**src/rtl/collatz_pkg.sv**
```systemverilog
// Shared types and constants for the Collatz engine.
package collatz_pkg;
  localparam int W_DEF  = 20;
  localparam int CW_DEF = 16;

  typedef enum logic [1:0] {
    IDLE = 2'd0,
    RUN  = 2'd1,
    DONE = 2'd2
  } state_t;

  localparam logic [1:0] ST_OK   = 2'b00;
  localparam logic [1:0] ST_ZERO = 2'b01;
  localparam logic [1:0] ST_OVF  = 2'b10;
  localparam logic [1:0] ST_SAT  = 2'b11;
endpackage

```
**src/rtl/collatz_if.sv**
```systemverilog
// Request/result bundle of the Collatz engine; peak exists only with COLLATZ_PEAK_EN.
interface collatz_if #(
  parameter int W  = collatz_pkg::W_DEF,
  parameter int CW = collatz_pkg::CW_DEF
);
  logic          start;
  logic [W-1:0]  seed;
  logic          abort;
  logic          busy;
  logic          done;
  logic [CW-1:0] steps;
  logic [1:0]    status;
`ifdef COLLATZ_PEAK_EN
  logic [W-1:0]  peak;

  modport master (output start, seed, abort, input busy, done, steps, status, peak);
  modport slave  (input start, seed, abort, output busy, done, steps, status, peak);
`else
  modport master (output start, seed, abort, input busy, done, steps, status);
  modport slave  (input start, seed, abort, output busy, done, steps, status);
`endif
endinterface

```
**src/rtl/collatz_dp.sv**
```systemverilog
// Collatz datapath: value, step counter, status and optional peak (COLLATZ_PEAK_EN).
module collatz_dp
  import collatz_pkg::*;
#(
  parameter int W  = W_DEF,
  parameter int CW = CW_DEF
) (
  input  logic          clk,
  input  logic          rst_n,
  input  logic          load_i,
  input  logic [W-1:0]  seed_i,
  input  logic          step_i,
  input  logic          st_we_i,
  input  logic [1:0]    st_i,
  output logic          k_zero_o,
  output logic          k_one_o,
  output logic          sat_o,
  output logic          ovf_o,
  output logic [CW-1:0] steps_o,
  output logic [1:0]    status_o
`ifdef COLLATZ_PEAK_EN
  ,
  output logic [W-1:0]  peak_o
`endif
);
  logic [W-1:0]  k_q, k_d, k_nxt;
  logic [W+1:0]  k3;
  logic [CW-1:0] steps_q, steps_d;
  logic [1:0]    status_q, status_d;

  // 3k+1 carried two bits wider so an overflow shows up in the top bits
  always_comb begin
    k3    = ({2'b00, k_q} << 1) + {2'b00, k_q} + {{(W+1){1'b0}}, 1'b1};
    k_nxt = k_q[0] ? k3[W-1:0] : {1'b0, k_q[W-1:1]};
  end

  assign ovf_o    = k_q[0] & (|k3[W+1:W]);
  assign k_zero_o = (k_q == '0);
  assign k_one_o  = (k_q == W'(1));
  assign sat_o    = &steps_q;
  assign steps_o  = steps_q;
  assign status_o = status_q;

  always_comb begin
    k_d      = k_q;
    steps_d  = steps_q;
    status_d = status_q;
    if (load_i) begin
      k_d      = seed_i;
      steps_d  = '0;
      status_d = ST_OK;
    end else begin
      if (step_i) begin
        k_d     = k_nxt;
        steps_d = steps_q + CW'(1);
      end
      if (st_we_i) status_d = st_i;
    end
  end

  always_ff @(posedge clk or negedge rst_n) begin
    if (!rst_n) begin
      k_q      <= '0;
      steps_q  <= '0;
      status_q <= ST_OK;
    end else begin
      k_q      <= k_d;
      steps_q  <= steps_d;
      status_q <= status_d;
    end
  end

`ifdef COLLATZ_PEAK_EN
  logic [W-1:0] peak_q, peak_d;

  always_comb begin
    peak_d = peak_q;
    if (load_i)                         peak_d = seed_i;
    else if (step_i && k_nxt > peak_q)  peak_d = k_nxt;
  end

  always_ff @(posedge clk or negedge rst_n) begin
    if (!rst_n) peak_q <= '0;
    else        peak_q <= peak_d;
  end

  assign peak_o = peak_q;
`endif
endmodule

```
**src/rtl/collatz_engine.sv**
```systemverilog
// Collatz step engine: IDLE/RUN/DONE control over collatz_dp. Optional peak via COLLATZ_PEAK_EN.
module collatz_engine
  import collatz_pkg::*;
#(
  parameter int W  = W_DEF,
  parameter int CW = CW_DEF
) (
  input logic   clk,
  input logic   rst_n,
  collatz_if.slave bus
);
  state_t     state_q, state_d;
  logic       load, step, st_we;
  logic [1:0] st;
  logic       k_zero, k_one, sat, ovf;

  always_ff @(posedge clk or negedge rst_n) begin
    if (!rst_n) state_q <= IDLE;
    else        state_q <= state_d;
  end

  // Termination checks in RUN are priority ordered; abort overrides all of them
  always_comb begin
    state_d = state_q;
    load    = 1'b0;
    step    = 1'b0;
    st_we   = 1'b0;
    st      = ST_OK;
    case (state_q)
      IDLE: if (bus.start) begin
        load    = 1'b1;
        state_d = RUN;
      end
      RUN: begin
        if (bus.abort) begin
          state_d = IDLE;
        end else if (k_zero) begin
          st_we   = 1'b1;
          st      = ST_ZERO;
          state_d = DONE;
        end else if (k_one) begin
          state_d = DONE;
        end else if (sat) begin
          st_we   = 1'b1;
          st      = ST_SAT;
          state_d = DONE;
        end else if (ovf) begin
          st_we   = 1'b1;
          st      = ST_OVF;
          state_d = DONE;
        end else begin
          step = 1'b1;
        end
      end
      DONE:    state_d = IDLE;
      default: state_d = IDLE;
    endcase
  end

  assign bus.busy = (state_q == RUN);
  assign bus.done = (state_q == DONE);

  collatz_dp #(.W(W), .CW(CW)) u_dp (
    .clk      (clk),
    .rst_n    (rst_n),
    .load_i   (load),
    .seed_i   (bus.seed),
    .step_i   (step),
    .st_we_i  (st_we),
    .st_i     (st),
    .k_zero_o (k_zero),
    .k_one_o  (k_one),
    .sat_o    (sat),
    .ovf_o    (ovf),
    .steps_o  (bus.steps),
    .status_o (bus.status)
`ifdef COLLATZ_PEAK_EN
    ,
    .peak_o   (bus.peak)
`endif
  );
endmodule

```
**src/flat_wrapper.sv**
```systemverilog
// flat-port wrapper written by rule: the top's interface ports become plain ports
module collatz_engine_flat import collatz_pkg::*;
#(
  parameter int W  = W_DEF,
  parameter int CW = CW_DEF
)
  (clk, rst_n, bus_start, bus_seed, bus_abort, bus_busy, bus_done, bus_steps, bus_status);
  collatz_if #(.W(W), .CW(CW)) bus_i ();
  input logic clk;
  input logic rst_n;
  input wire logic [$bits(bus_i.start)-1:0] bus_start;
  input wire logic [$bits(bus_i.seed)-1:0] bus_seed;
  input wire logic [$bits(bus_i.abort)-1:0] bus_abort;
  output wire logic [$bits(bus_i.busy)-1:0] bus_busy;
  output wire logic [$bits(bus_i.done)-1:0] bus_done;
  output wire logic [$bits(bus_i.steps)-1:0] bus_steps;
  output wire logic [$bits(bus_i.status)-1:0] bus_status;
  assign bus_i.start = bus_start;
  assign bus_i.seed = bus_seed;
  assign bus_i.abort = bus_abort;
  assign bus_busy = bus_i.busy;
  assign bus_done = bus_i.done;
  assign bus_steps = bus_i.steps;
  assign bus_status = bus_i.status;
  collatz_engine #(.W(W), .CW(CW)) u_core (.clk(clk), .rst_n(rst_n), .bus(bus_i));
endmodule
```
**config.mk**
```make
export PLATFORM = sky130hd
export DESIGN_NAME = collatz_engine_flat
export DESIGN_NICKNAME = d
export VERILOG_FILES = /design/src/rtl/collatz_pkg.sv /design/src/rtl/collatz_if.sv /design/src/rtl/collatz_dp.sv /design/src/rtl/collatz_engine.sv /design/src/flat_wrapper.sv
export SDC_FILE = /design/constraint.sdc
export NUM_CORES = 1
export LEC_CHECK = 0
export ABC_AREA = 1
export BUFFER_PORTS_ARGS = -buffer_cell sky130_fd_sc_hd__buf_2
export CAP_MARGIN = 40
export CORE_AREA = 4 4 85 87
export DETAILED_ROUTE_END_ITERATION = 8
export DIE_AREA = 0 0 89 91
export GPL_ROUTABILITY_DRIVEN = 0
export PLACE_DENSITY = 0.8
export SYNTH_ARGS = -nofsm -noshare
export SYNTH_HDL_FRONTEND = slang
export SYNTH_SLANG_ARGS = --single-unit
```
**constraint.sdc**
```tcl
create_clock -name clk -period 2.75 [get_ports clk]
set_input_delay 0.4125 -clock clk [delete_from_list [all_inputs] [get_ports clk]]
set_output_delay 0.4125 -clock clk [all_outputs]
set_load 0.1 [all_outputs]
```
==> metrics.md <==
| Metric | Value |
|---|---|
| Place WS | `0.209 ns` |
| Initial antenna violation count | `0` |
| Switch share | `55.0%` |
| H-tree depth | `2` |
| Critical path class | `reg -> reg` |
| Final Hold Vio Count | `0` |
| NetSw | `0.00278 W` |
| Net count reported at finish | `684` |
| Final cell count without fillers | `701` |
| GRT Overall Usage | `26.7%` |
| Comb pwr share | `69.0%` |
| Status | `finished, final reports clean` |
| Diodes inserted | `0` |
| Cell Chain, Critical Path | `inv_1 -> ha_1 -> nand2_1 -> nor2_1 -> inv_1 -> nor2_2 -> nand2_1 -> nor2_1 -> nor2_1 -> nand3_2 -> nand2_2 -> nand3_4 -> buf_4 -> inv_2 -> nand2_1 -> nand2_1 -> a21oi_1` |
| DR vias/cell | `5.67` |
| Worst Path Buf+Inv | `4` |
| Area after DPL | `4110 um2` |
| Count of final setup violators | `0` |
| Period minus WS final | `2.60 ns` |
| Worst-case clock buffer depth | `2` |
| Starting Density | `59.8%` |
| Largest net degree at the start of global routing | `32` |
| RSZ-0062 raised after global routing | `false` |
| Layout area overhead | `12.2%` |
| Core ar. | `6350 um2` |
| CP startpoint kind | `register` |
| CP most frequent cell | `nand2_1` |
| Leading cell type in the layout, fill and taps excluded | `nand2_1` |
| IO buf count | `43` |
| CTS tree | `yes` |
| R2r endpoint | `u_core.u_dp.steps_o[10]` |
| CTS root buf | `clkbuf_8` |
| # DRC | `0` |
| Fillers | `569` |
| CP required | `2.98 ns` |
| CP max stage delay | `0.48 ns` |
| Initial DRC Count | `326` |
| Final ANT Viol Nets | `0` |
| Syn Area/Cell | `6.56 um2` |
| Worst-path fanout max | `13` |
| Vias in the first global route | `3708` |
| Post-synth EDFFs | `0` |
| Register area | `1000 um2` |
| Routed Wire Length | `10.7 mm` |
| Max cap viols | `0` |
| PwrDens | `1180 nW/um2` |
| Seq pwr share | `19.4%` |
| Worst Setup SP | `u_core.u_dp.k_q[9]` |
| Worst R2R Setup Slack | `0.15 ns` |
| VDD IR max | `0.695 mV` |
| Die width | `89 um` |
| R2r startpoint | `u_core.u_dp.k_q[9]` |
| Max-Slew Margin vs Limit | `59.8%` |
| Critical Path Stages | `17` |
| Slew at the pin with the worst max-slew slack | `0.598 ns` |
| Dpl cells | `693` |
| Multi-input gate area | `2430 um2` |
| Worst path arrival time | `2.83 ns` |
| Most frequent cells in the layout | `176 x nand2_1, 71 x inv_1, 47 x nor2_1` |
| Worst Setup EP | `u_core.u_dp.steps_o[10]` |
| Clock share of power | `11.6%` |
| First-pass GRT wire length | `17.3 mm` |
| DIE HEIGHT | `91 um` |
| Clock sinks | `40` |
| DR WL/cell | `15.3 um` |
| Slew Limit Fails | `0` |
| Detailed-router iteration count before antenna repair | `5` |
| Via count | `3973` |
| Post-Syn Nets | `639` |
| Period utilization | `94.4%` |
| Crit. End Element | `register` |
| Synth unique cells | `39` |
| Final Instance Area | `4260 um2` |
| Top FF cell, synth | `dfrtp_1` |
| Worst hold-check path type | `in -> async` |
| Max Clk Rate | `0.385 GHz` |
| Int Pwr | `0.00227 W` |
| Post-Syn Instances | `579` |
| IO Count | `44` |
| Leak | `2.20 nW` |
| Layout cells sized above 1 | `12.7%` |
| Reg2reg path depth | `17` |
| Clk_lat worst skew | `0.30 ns` |
| Clock transition at path regs | `0.09 ns` |
| Crit-path leading delay family | `simple AND/OR/NAND/NOR gates` |
| Total negative setup slack | `0 ns` |
| Post-Syn Area | `3800 um2` |
| Sequential share of the synthesized area | `26.4%` |
| Final HPWL DP | `8.29 mm` |
| Global route overflow | `0` |
| Ys Warns | `0` |
| Die ar. | `8100 um2` |
| Row cnt | `29` |
| Crit-path slowest cell | `dfrtp_1` |
| Flops & latches, synth | `40` |
| Asr flop ratio synth | `100%` |
| Final worst setup slack | `0.154 ns` |
| Post-route clock skew | `0.00846 ns` |
| TritonCTS buffer count | `5` |
==> stage by stage <==
stage | hold slack (ns) | total power, W | util (%)
after floorplan | 0.117 | 0.00355 | -
after global placement | 0.484 | 0.00427 | 64.4
after detailed placement | 0.334 | 0.00432 | 64.7
after CTS | 0.00795 | 0.00494 | 66.7
after global routing | 0.0196 | 0.00548 | 67.1
final | 0.000510 | 0.00505 | 67.1
==> cells by family after synthesis <==
group                      Yosys count  synth area share (%)
xor gates and xnor gates            20                  4.61
AOI/OAI and AO/OA                   96                  14.2
and+or+nand+nor                    294                  32.9
DFF                                 40                  26.4
buffers and inverters               93                  9.88
adders and majority gates           36                  12.1
==> metal layers <==
metal / global-route usage [%] / vias up / wire length, um
li1: - / 1962 / -
met1: 36.9 / 1817 / 4700
met2: 41.5 / 170 / 4890
met3: 5.52 / 24 / 854
met4: 9.18 / 0 / 279
met5: 0 / - / 0
==> how the worst min path moves through the flow <==
| stage | startpoint | end | slack [ns] |
|---|---|---|---|
| 6_report | rst_n | u_core.u_dp.k_q[16] | 0.0005 |
| 3_3_place_gp | u_core.u_dp.status_o[0] | u_core.u_dp.status_o[0] | 0.48 |
| 3_5_place_dp | rst_n | u_core.u_dp.k_q[16] | 0.33 |
| 4_1_cts | rst_n | u_core.u_dp.k_q[16] | 0.008 |
| 5_1_grt | rst_n | u_core.u_dp.k_q[16] | 0.02 |
| 2_1_floorplan | rst_n | async pin | 0.12 |
==> power groups by stage <==
| stage | clock, W | combinational (W) | sequential, W |
|---|---|---|---|
| global placement | 0 | 0.00331 | 0.000964 |
| finish | 0.000586 | 0.00348 | 0.000977 |
| CTS | 0.000589 | 0.00338 | 0.000970 |
| floorplan | 0 | 0.00253 | 0.00102 |
| global route | 0.000604 | 0.00388 | 0.000993 |
| detailed placement | 0 | 0.00335 | 0.000974 |
==> worst register-to-register path, delay by kind of cell, from the launching register on <==
| kind | cells | cell delay, ns |
|---|---|---|
| flops | 1 | 0.48 |
| simple gates | 11 | 0.98 |
| compound gates | 1 | 0.11 |
| fa+ha+maj | 1 | 0.41 |
| buf+inv | 4 | 0.54 |
==> area by class of cell <==
| type | count | area share [%] |
|---|---|---|
| sequential | 40 | 23.5 |
| clock buffer | 5 | 1.62 |
| inverter | 78 | 6.93 |
| multi-input combinational | 446 | 57.1 |
| tap | 77 | 2.26 |
| clock inverter | 2 | 1.41 |
| timing repair buffer | 53 | 7.20 |
==> synthesized netlist by cell type (2+ instances only) <==
master | instances | share of area [%]
buf_2 | 3 | 0.40
nor2_2 | 2 | 0.33
ha_1 | 35 | 12
a21oi_1 | 20 | 2.6
nand4_1 | 10 | 1.6
xor2_1 | 14 | 3.2
nor3_1 | 11 | 1.4
buf_4 | 2 | 0.40
inv_2 | 6 | 0.59
nor2_1 | 47 | 4.6
dfrtp_1 | 40 | 26
o21ai_1 | 22 | 2.9
buf_1 | 2 | 0.20
nand2_1 | 177 | 17
buf_6 | 2 | 0.59
o31ai_1 | 8 | 1.6
o21ai_0 | 32 | 4.2
o21bai_1 | 4 | 0.79
clkbuf_1 | 6 | 0.59
xnor2_1 | 6 | 1.4
nand3_1 | 37 | 4.9
o211ai_1 | 6 | 1.2
inv_1 | 71 | 7.0
==> registers in the layout, summed over array words and instances, names as in the netlist, named ones only <==
signal / count
u_core.state_q: 2
u_core.u_dp.k_q: 19
u_core.u_dp.steps_o: 16
u_core.u_dp.status_o: 2
==> timing repair <==
| action | CTS | global route |
|---|---|---|
| gates resized for setup | 0 | 6 |
| setup endpoints to repair | 0 | 11 |
| hold buffers | 0 | 0 |
| setup buffers | 0 | 1 |
| hold endpoints to repair | 0 | 0 |
No activity file was read; power rests on OpenSTA's default activity.
